[src/rtl/sample_pipe_pkg.sv]
// sample_pipe_pkg: mode encodings and counter helper shared by the sample_pipe files
package sample_pipe_pkg;

    typedef enum logic [1:0] {
        MODE_PASS = 2'd0,
        MODE_INV  = 2'd1,
        MODE_HOLD = 2'd2,
        MODE_EDGE = 2'd3
    } mode_e;

    // True when a counter of width w holds its all-ones value.
    function automatic logic cnt_at_max(input logic [31:0] cnt, input int unsigned w);
        logic [31:0] top;
        top = (w >= 32) ? 32'hFFFF_FFFF : ((32'd1 << w) - 32'd1);
        return cnt == top;
    endfunction

endpackage

[src/rtl/sample_pipe_stage.sv]
// sample_pipe_stage: one data+valid register stage of the sample pipeline
module sample_pipe_stage #(
    parameter int WIDTH = 8
) (
    input  logic             clock,
    input  logic             reset,
    input  logic             in_valid,
    input  logic [WIDTH-1:0] in_data,
    output logic             out_valid,
    output logic [WIDTH-1:0] out_data
);

    logic             valid_d, valid_q;
    logic [WIDTH-1:0] data_d, data_q;

    // Plain copy of the upstream stage; no stall exists in this pipeline.
    always_comb begin
        valid_d = in_valid;
        data_d  = in_data;
    end

    // Stage registers, cleared by reset so nothing stale survives it.
    always_ff @(posedge clock) begin
        if (reset) begin
            valid_q <= 1'b0;
            data_q  <= '0;
        end else begin
            valid_q <= valid_d;
            data_q  <= data_d;
        end
    end

    assign out_valid = valid_q;
    assign out_data  = data_q;

endmodule

[src/rtl/sample_pipe.sv]
// sample_pipe: per-bit polarity, runtime mode, DEPTH-stage valid pipeline and change counter
module sample_pipe
    import sample_pipe_pkg::*;
#(
    parameter int               WIDTH       = 8,
    parameter int               DEPTH       = 2,
    parameter logic [WIDTH-1:0] INVERT_MASK = {WIDTH{1'b0}},
    parameter int               CNT_W       = 8
) (
    input  logic             clock,
    input  logic             reset,
    input  logic             in_valid,
    input  logic [WIDTH-1:0] in_data,
    input  logic [1:0]       mode,
    input  logic             cnt_clr,
    output logic             out_valid,
    output logic [WIDTH-1:0] out_data,
    output logic [CNT_W-1:0] change_cnt,
    output logic             cnt_sat
);

    mode_e            mode_s;
    logic [WIDTH-1:0] m;
    logic             accept, changed, at_max;
    logic [WIDTH-1:0] s0_data_d, s0_data_q;
    logic             s0_valid_d, s0_valid_q;
    logic [WIDTH-1:0] prev_m_d, prev_m_q;
    logic [CNT_W-1:0] cnt_d, cnt_q;
    logic             sat_d, sat_q;
    logic [WIDTH-1:0] st_data [DEPTH];
    logic             st_valid [DEPTH];

    assign mode_s = mode_e'(mode);

    // Static polarity is wired per bit, so no mask mux exists at runtime.
    for (genvar i = 0; i < WIDTH; i++) begin : g_pol
        if (INVERT_MASK[i]) begin : g_inv
            assign m[i] = ~in_data[i];
        end else begin : g_pass
            assign m[i] = in_data[i];
        end
    end

    assign accept  = in_valid && mode_s != MODE_HOLD;
    assign changed = accept && (m != prev_m_q);
    assign at_max  = cnt_at_max(32'(cnt_q), CNT_W);

    // Stage-0 result for the current mode; HOLD keeps old data and injects a bubble.
    always_comb begin
        s0_valid_d = accept;
        s0_data_d  = !accept               ? s0_data_q :
                     mode_s == MODE_PASS   ? m :
                     mode_s == MODE_INV    ? ~m :
                                             m ^ prev_m_q;
        prev_m_d   = accept ? m : prev_m_q;
    end

    // Saturating change counter; a clear overrides a simultaneous count.
    always_comb begin
        cnt_d = cnt_clr              ? '0 :
                (changed && !at_max) ? cnt_q + CNT_W'(1) :
                                       cnt_q;
        sat_d = cnt_clr              ? 1'b0 :
                (changed && at_max)  ? 1'b1 :
                                       sat_q;
    end

    // Stage-0, previous-sample and counter registers.
    always_ff @(posedge clock) begin
        if (reset) begin
            s0_data_q  <= '0;
            s0_valid_q <= 1'b0;
            prev_m_q   <= '0;
            cnt_q      <= '0;
            sat_q      <= 1'b0;
        end else begin
            s0_data_q  <= s0_data_d;
            s0_valid_q <= s0_valid_d;
            prev_m_q   <= prev_m_d;
            cnt_q      <= cnt_d;
            sat_q      <= sat_d;
        end
    end

    assign st_data[0]  = s0_data_q;
    assign st_valid[0] = s0_valid_q;

    for (genvar k = 1; k < DEPTH; k++) begin : g_stage
        sample_pipe_stage #(.WIDTH(WIDTH)) u_stage (
            .clock     (clock),
            .reset     (reset),
            .in_valid  (st_valid[k-1]),
            .in_data   (st_data[k-1]),
            .out_valid (st_valid[k]),
            .out_data  (st_data[k])
        );
    end

    assign out_valid  = st_valid[DEPTH-1];
    assign out_data   = st_data[DEPTH-1];
    assign change_cnt = cnt_q;
    assign cnt_sat    = sat_q;

endmodule
[config.mk]
export PLATFORM = sky130hd
export DESIGN_NAME = sample_pipe
export DESIGN_NICKNAME = d
export VERILOG_FILES = /design/src/rtl/sample_pipe_pkg.sv /design/src/rtl/sample_pipe_stage.sv /design/src/rtl/sample_pipe.sv
export SDC_FILE = /design/constraint.sdc
export NUM_CORES = 1
export LEC_CHECK = 0
export ABC_AREA = 1
export CAP_MARGIN = 20
export CORE_ASPECT_RATIO = 0.8
export CORE_UTILIZATION = 25
export CTS_CLUSTER_DIAMETER = 150
export DETAILED_ROUTE_END_ITERATION = 12
export PLACE_DENSITY = 0.44
export SLEW_MARGIN = 20
export SYNTH_ARGS = -nofsm -noshare
export SYNTH_HDL_FRONTEND = slang
export SYNTH_HIERARCHICAL = 1
export SYNTH_SLANG_ARGS = --single-unit
[constraint.sdc]
create_clock -name clock -period 1.7 [get_ports clock]
set_clock_uncertainty 0.2 [all_clocks]
set_input_delay 0.34 -clock clock [delete_from_list [all_inputs] [get_ports clock]]
set_output_delay 0.34 -clock clock [all_outputs]
set_load 0.1 [all_outputs]
---- Yosys cells after proc, flatten, opt, wreduce, memory -nomap -nowiden ----
Cells that the tools add are included.
word-level totals
  register bits ........................... 35
  bits of input ports ..................... 14
operators by class
  add/subtract/negate cells ............... 1
  equal/unequal tests ..................... 4
  mux-type cells .......................... 2
  bitwise logic cells ..................... 2
  reductions and logical operators ........ 7
operators by type and width
  kind                                                                    count
  8-bit two-way mux                                                       2
  8-bit by 1-bit adder with 8-bit output (second input constant)          1
  8-bit equality test (second input constant)                             1
  8-bit inequality test                                                   1
  8-bit NOT                                                               1
  8-bit bitwise XOR                                                       1
  1-bit logical AND                                                       4
  2-bit by 1-bit equality test with 1-bit output (second input constant)  1
  2-bit logical NOT                                                       1
  2-bit inequality test (second input constant)                           1
  2-bit OR reduction                                                      1
  1-bit logical NOT                                                       1

---- Depth between registers and ports, before layout ----
Gate-level depths: netlist of run 1.
  depth after elaboration ................. 4
  gate-level depth with buffers ........... 11
  gate-level depth less buffers ........... 10

---- Modules after synthesis ----
The synthesis of run 1 kept the hierarchy.
by module, submodules not included
  module             times used  cells an instance  area each (um^2)  seq. area each (um^2)
  sample_pipe        1           203                1,402.6           520.5
  sample_pipe_stage  1           28                 259.0             180.2

---- Least setup slack after synthesis of run 1 ----
No wires, ideal clock.
  kind .................................... register -> register
  start point ............................. register cnt_q[0], in the netlist change_cnt[0]
  end point ............................... register cnt_q[7], in the netlist change_cnt[7]
  data arrival time ....................... 2.007 ns
  slack ................................... -0.618 ns
  cell stages (with the launch flop) ...... 11
  path buffers ............................ 0
  period minus slack after synthesis ...... 2.318 ns
  cell sequence ........................... dfxtp_1 ha_1 nand2_1 inv_2 nand2_1 nor2_2 nor2_1 nand3_1 nand2_1 inv_1 nor2_1
on the way
  word-level cells in the longest chain between the ends .. 3
ends and longest elaborated chain
  item                                                                            RTL line           text
  from (decl)                                                                     sample_pipe.sv:28  logic [CNT_W-1:0] cnt_d, cnt_q;
  from (signal assigned)                                                          sample_pipe.sv:80  cnt_q <= cnt_d;
  branches (longest 3 deep; another with 8-bit by 1-bit adder with 8-bit output)  n/a
Parallel ways; which one is timed is not known.
A chain may end at the register's enable or synchronous reset.

---- Worst setup path after layout of run 1 ----
  start point ............................. input port in_data[2]
  end point ............................... register cnt_q[0], in the netlist change_cnt[0]
on the way
  word-level cells in the longest chain between the ends .. 3
ends and longest elaborated chain
  item                   RTL line           text
  from (decl)            sample_pipe.sv:13  input logic [WIDTH-1:0] in_data,
  8-bit inequality test  sample_pipe.sv:45  assign changed = accept && (m != prev_m_q);
  1-bit logical AND      sample_pipe.sv:45
  1-bit logical AND      sample_pipe.sv:61  (changed && !at_max) ? cnt_q + CNT_W'(1) :
No other way between the ends.

==> results.md, run 1 <==
- Status: complete, no violations
- Post-synthesis sequential area ratio: 0.4217
- Vias per inst: between 4 and 5
- # H-tree levels: 2
- Die width: 93.15 µm
- Die footprint: roughly 7000 µm²
- Initial core utilization: 0.2593
- Worst-Skew Late Latency: approximately 0.29 ns
- Net Sw Frac: 0.2918
- Vias in the first global route: roughly 1,300
- Worst-path clk slew: 0.08 ns
- Core Footprint: 6409 µm²
- Period utilisation layout: 0.9315
- Clock sinks: 35
- GR Overflow Total: 0
- Worst EP arrival: around 1.6 ns
- Area growth, synth to finish: 51.88%
- Multi-input gate area: approximately 800 µm²
- Fmax: about 0.63 GHz
- Final Net Count: 292
- Fin. max-slew vios: 0
- Ys Warns: 6
- Commonest cells after routing, fill and taps aside: 37 x nand2_1, 33 x inv_1, 31 x nor2_1
- Cell Area, Synth: around 1700 µm²
- FF+latch area: ~720 µm²
- Most common cell after layout, fill and taps aside: nand2_1
- Detailed-placement wirelength estimate: between 2000 and 3000 µm
- Largest net degree at the start of global routing: 21
- RSZ-0062 raised after global routing: yes
- Post-synth top area share: 0.4217
- Antenna diodes: 0
- Final worst slack: approximately 0.12 ns
- Largest cells by area after synthesis: dfxtp_1 42%, nand2_1 8.4%, inv_1 7.5%
- DRC viols: 0
- Mapped Nets: roughly 250
- DRT iter0 DRCs: 68
- Post-synthesis register bit count: 35
- Die height: around 75 µm
- MaxCap Viol Count: 0
- Worst-path fanout max: 8
- Final WL: roughly 3700 µm
- Final hold violations: 0
- Post-synth cell types: 26
- Global Route Usage Sum: 0.1152
- Avg WL per Cell: about 10 µm
- Gate power share: 0.202
- Setup repair bufs after CTS: 0
- Post-route minimum period: 1.584 ns
- Clock Tree Buf Depth: 2
- PortBufs: 31
- Crit Path Category: in2reg
- Crit path capture type: flop
- Setup TNS: 0 ns
- Max-Slew Margin vs Limit: 0.8466
- Final Setup Violations: 0
- Initial antenna violation count: 0
- Peak supply drop: a little over 0.3 mV
- Synthesized area per cell: around 7 µm²
- Switching power: around 600 µW
- Sequential power share: 0.430
- Post-synthesis cell count: between 200 and 250
- Power Density: a little over 800 nW/µm²
- TritonCTS clock tree: built
- Root Buffer: clkbuf_8
- Clk pwr share: 0.367
- Static Leak: between 1 and 1.5 nW
- I/O pin cnt: 32
- Slew @ Worst Pin: around 0.23 ns
- Global-route wire length before repair: ~6200 µm
- Worst setup SP type: input port
- Worst Hold Class: reg2reg
- Post-placement setup slack: -0.4123 ns
- Req. time, crit path: about 1.7 ns
- Routability-driven placement congestion ratio: a little under 0.8
- Internal power: 1.472 mW
- Routed Antenna Nets: 0
- Total CTS buffers: 5
- Layout cells sized above 1: 0.2338
- Synth area leader: dfxtp_1
- Row cnt: 26
- Fill count: approximately 640
- Drt first pass iters: 4
- Via Count: ~1,500
[power by group through the flow]
stage,combinational [mW],sequential (mW),clock (mW)
finish,0.421,0.895,0.763
global route,0.457,0.902,0.821
floorplan,0.151,1.00,0
global placement,0.416,0.914,0
CTS,0.417,0.896,0.787
detailed placement,0.416,0.915,0
[kinds of logic (layout without fill, tap and decap cells)]
family	Yosys count	after routing	synth area share
AND/OR/NAND/NOR	95	96	0.2560
AO/OA/AOI/OAI	38	38	0.1227
adder cells (fa/ha/maj)	1	1	0.007529
XOR/XNOR	13	13	0.06852
flip-flops	35	35	0.4217
buffers and inverters	49	95	0.1235
[worst paths after layout]
kind	start	end	slack, ns	depth (start not counted)
worst max-delay path	in_data[2]	change_cnt[0]	0.12	9
worst min-delay path	s0_valid_q	g_stage[1].u_stage/out_valid	0.20	2
worst max register to register	change_cnt[0]	change_cnt[5]	0.14	10
worst min register to register	s0_valid_q	g_stage[1].u_stage/out_valid	0.20	2
[worst max-delay path: stages]
cell,delay (ns)
clkdlybuf4s50_1,0.50
xnor2_1,0.13
nand2_1,0.10
nor2_4,0.16
nand2_4,0.11
nand3_2,0.09
nand2_1,0.07
clkinv_1,0.04
nor2_1,0.03
[cell type report]
| cell class | count | area share |
|---|---|---|
| clock inverter | 3 | 0.01735 |
| tap | 84 | 0.04165 |
| clock buffer | 5 | 0.02727 |
| multi-input combinational | 148 | 0.3158 |
| inverter | 41 | 0.06098 |
| timing repair buffer | 46 | 0.2504 |
| sequential | 35 | 0.2866 |
[repair_timing]
| action | 4_1_cts | 5_1_grt |
|---|---|---|
| cloned | 0 | 1 |
| hold buffers | 0 | 0 |
| gates resized for setup | 2 | 6 |
| setup endpoints to repair | 4 | 8 |
| pin swaps | 0 | 1 |
[through the flow]
step	instance area (µm²)	power [mW]	hold slack [ns]	utilization	cells
6_report	2524	2.079	0.2043	0.3938	362
3_5_place_dp	2379	1.331	0.1978	0.3711	353
5_1_grt	2524	2.179	0.2390	0.3938	362
4_1_cts	2495	2.100	0.2099	0.3893	361
2_1_floorplan	1697	1.155	0.1883	-	231
3_3_place_gp	2379	1.330	0.1989	0.3711	353
[routing by layer]
layer | track usage | part of all wire
met1 | 0.1686 | 0.54
met5 | 0 | 0
met3 | 0.02424 | 0.041
met4 | 0.04615 | 0.0072
met2 | 0.1642 | 0.41
[registers in the layout (all words and copies together), names as in the netlist]
register                   cells
s0_data_q                      8
prev_m_q                       8
change_cnt                     8
g_stage.u_stage/out_data       8
s0_valid_q                     1
cnt_sat                        1
g_stage.u_stage/out_valid      1
[cell usage after synthesis (all sizes together)]
cell    count
nand3       8
nor3        1
or2         1
clkbuf      1
clkinv      5
nand2      38
dfxtp      35
nand4      10
nand3b      1
ha          1
xor2        8
nor2       36
inv        36
a21boi      1
buf         7
a21oi      12
o21ai      25
xnor2       5
Note: power is estimated with default switching activity, not from simulation.
==> inputs of run 2 (changes only) <==
--- a/config.mk
+++ b/config.mk
@@ -9,7 +9,6 @@
 export CAP_MARGIN = 20
 export CORE_ASPECT_RATIO = 0.8
 export CORE_UTILIZATION = 25
-export CTS_CLUSTER_DIAMETER = 150
 export DETAILED_ROUTE_END_ITERATION = 12
 export PLACE_DENSITY = 0.44
 export SLEW_MARGIN = 20
==> results of run 2 <==
Same layout as run 1: the final DEF is identical, and so are final timing and power.
==> inputs of run 3 (changes only) <==
--- a/config.mk
+++ b/config.mk
@@ -9,8 +9,11 @@
 export CAP_MARGIN = 20
 export CORE_ASPECT_RATIO = 0.8
 export CORE_UTILIZATION = 25
+export CTS_BUF_LIST = sky130_fd_sc_hd__clkbuf_16
 export DETAILED_ROUTE_END_ITERATION = 12
+export GPL_TIMING_DRIVEN = 0
 export PLACE_DENSITY = 0.44
+export SETUP_SLACK_MARGIN = 0.4
 export SLEW_MARGIN = 20
 export SYNTH_ARGS = -nofsm -noshare
 export SYNTH_HDL_FRONTEND = slang
==> run 3 against run 2 <==
Non-clock buffer count is 16 higher. Via count increased by 7.6%. Global-route usage increased by 1.7 points. Register-to-register slack gained 0.08 ns. Routed wire length up 14%. Cell area grew 12%. Sequential share of layout area decreased by 2.0 points. Die area unchanged. Worst setup slack better by 0.10 ns. Flip-flop and latch count unchanged. Combinational power grew 10%. Critical path type is now reg2out. Largest cell class unchanged.
==> results.md, run 3 (synthesized netlist as in run 1, its figures left out) <==
- Crit Path Category: reg2out
- DRC viols: 0 (unchanged)
- Pwr Total: 2.281 mW (+9.7%)
- Initial antenna violation count: 0 (unchanged)
- Reg2reg path depth: 10 (unchanged)
- R2r startpoint: change_cnt[1]
- Drt first pass iters: 4 (unchanged)
- Final hold violations: 0 (unchanged)
- Final Setup Violations: 0 (unchanged)
- Final Net Count: 308 (+5.5%)
- MaxCap Viol Count: 0 (unchanged)
- GR Overflow Total: 0 (unchanged)
- Die width: 93.15 µm (unchanged)
- # H-tree levels: 2 (unchanged)
- Most common cell after layout, fill and taps aside: nand2_1
- Clk pwr share: 0.403 (+0.036)
- Number of hold buffers added after CTS: 0 (unchanged)
- Die height: 74.92 µm (unchanged)
- Critical path origin: change_cnt[1]
- Layout cells sized above 1: 0.4354 (+0.2016)
- Worst-path fanout max: 3 (-5)
- Delay of the slowest critical-path stage: 0.36 ns (-0.14 ns)
- Sequential power share: 0.394 (-0.036)
- Crit-path cells: buf_4 -> buf_12
- Status: complete, no violations
- Vias per inst: 4.254 (+3.1%)
- Static Leak: 1.243 nW (+15%)
- Commonest cells after routing, fill and taps aside: 34 x nand2_1, 28 x inv_1, 27 x nor2_1
- Req. time, crit path: 1.16 ns (-0.53 ns)
- Largest net degree at the start of global routing: 14 (-33%)
- Slew @ Worst Pin: 0.4159 ns (+0.1863 ns)
- Vias in the first global route: 1,405 (+9.7%)
- Fill count: 618 (-3.7%)
- Fmax: 0.6750 GHz (+6.9%)
- Multi-input gate area: 874.6 µm² (+9.7%)
- FF+latch area: 753.2 µm² (+4.2%)
- Max-Slew Margin vs Limit: 0.7224 (-0.1242)
- Detailed-placement wirelength estimate: 2801 µm (+2.6%)
- I/O pin cnt: 32 (unchanged)
- Worst reg2reg path endpoint: change_cnt[4]
- R2r setup slk: 0.22 ns (+0.08 ns)
- CP bufs+invs: 2 (unchanged)
- DRT iter0 DRCs: 74 (+8.8%)
- PortBufs: 31 (unchanged)
- Top delay family on crit path: flip-flops
- Clock sinks: 35 (unchanged)
- Routed Antenna Nets: 0 (unchanged)
- Antenna diodes: 0 (unchanged)
- RSZ-0062 raised after global routing: yes
- Core Footprint: 6409 µm² (unchanged)
- Row cnt: 26 (unchanged)
- Non-filler cells in the finished layout: 378 (+4.4%)
- Crit path capture type: output pin
- Utilization after layout: 0.4414 (+0.04764)
- Global Route Usage Sum: 0.1322 (+0.01697)
- Worst setup SP type: flop
- Fin. max-slew vios: 0 (unchanged)
- Gate power share: 0.203 (about the same)
- Via Count: 1,608 (+7.6%)
- Global-route wire length before repair: 7003 µm (+13%)
- Area growth, synth to finish: 70.26%
- Critical path depth: 2 (-7)
- Worst Hold Class: reg2reg
- Switching power: 667.9 µW (+10%)
- Internal power: 1.613 mW (+9.6%)
- Net Sw Frac: 0.2928 (+0.0009452)
- Crit path to: change_cnt[1]
- Peak supply drop: 0.4634 mV (+50%)
- Dpl cells: 346 (-2.0%)
- Worst-path clk slew: 0.06 ns (-0.02 ns)
- Final WL: 4248 µm (+14%)
- TritonCTS clock tree: built
- Routability-driven placement congestion ratio: 0.7831 (+1.6%)
- Die footprint: 6979 µm² (unchanged)
- Worst EP arrival: 0.94 ns (-0.64 ns)
- Period utilisation layout: 0.8715 (-0.06003)
- Setup TNS: 0 ns (unchanged)
- Power Density: 806.3 nW/µm² (-2.1%)
- Root Buffer: clkbuf_16
- Slowest-stage cell, CP: dfxtp_4
- Worst-Skew Late Latency: 0.28 ns (about the same)
- Total CTS buffers: 5 (unchanged)
- Avg WL per Cell: 11.24 µm (+8.8%)
- Clock Tree Buf Depth: 2 (unchanged)
- Post-route minimum period: 1.482 ns (-0.1020 ns)
- Initial core utilization: 0.2593 (unchanged)
run 3: cell count changes in the layout (fill, tap and decap cells not counted), moves of 8 or more:
| cell | change |
|---|---|
| buf_6 | +8 |
| o21ai_1 | -10 |
| o21ai_2 | +10 |
| dfxtp_1 | -18 |
| buf_4 | +8 |
| dfxtp_2 | +15 |
| clkdlybuf4s50_1 | -9 |
run 3: worst min path at each step:
stage | cells after the start | slack (ns) | start | end
2_1_floorplan | 2 | 0.18 | s0_valid_q | g_stage[1].u_stage/out_valid
3_3_place_gp | 2 | 0.19 | s0_valid_q | g_stage[1].u_stage/out_valid
3_5_place_dp | 2 | 0.19 | s0_valid_q | g_stage[1].u_stage/out_valid
4_1_cts | 2 | 0.20 | s0_valid_q | g_stage[1].u_stage/out_valid
5_1_grt | 2 | 0.23 | s0_data_q[2] | g_stage[1].u_stage/out_data[2]
6_report | 2 | 0.20 | s0_valid_q | g_stage[1].u_stage/out_valid
run 3: power by group through the flow:
stage                     combinational [mW]  clock, mW  sequential (mW)
after floorplan                        0.162          0             1.01
after global placement                 0.372          0            0.907
after detailed placement               0.373          0            0.907
final                                  0.464      0.918            0.899
after global routing                   0.501      0.993            0.905
after CTS                              0.444      0.941            0.897
run 3: repair_timing:
action | in CTS | in global routing
cloned | 4 | 0
buffers inserted | 14 | 6
pin swaps | 12 | 12
endpoints found under the setup margin | 44 | 32
resized for setup | 205 | 28
run 3: stage by stage:
stage | setup slack [ns] | instance area [µm²] | hold slack [ns]
finish | 0.2185 | 2829 | 0.1972
global placement | -0.3434 | 2203 | 0.1876
CTS | 0.2437 | 2703 | 0.1997
detailed placement | -0.3372 | 2203 | 0.1914
global route | 0.1452 | 2829 | 0.2339
floorplan | 0.09520 | 1788 | 0.1809
run 3: tightest hold or removal path, delay by kind of cell (launching register included):
kind          cells  cell delay [ns]
buf+inv           1             0.04
simple gates      1             0.03
flops             1             0.29
run 3: routing by layer:
metal	track usage	wire length (µm)	vias to the layer above	share of wire
li1	-	-	850	-
met3	0.03434	170	4	0.040
met4	0.04103	42	0	0.0099
met5	0	0	-	0
met1	0.1983	2269	717	0.53
met2	0.1822	1766	37	0.42
run 3: area by class of cell:
type                            instances  share of cell area
Inverter                               41             0.05750
Sequential cell                        35              0.2663
Clock inverter                          3            0.007519
Tap cell                               84             0.03715
Multi-Input combinational cell        147              0.3092
Timing Repair inverter                  1            0.002654
Clock buffer                            5             0.04423
Buffer                                  8             0.02831
Timing Repair Buffer                   54              0.2472
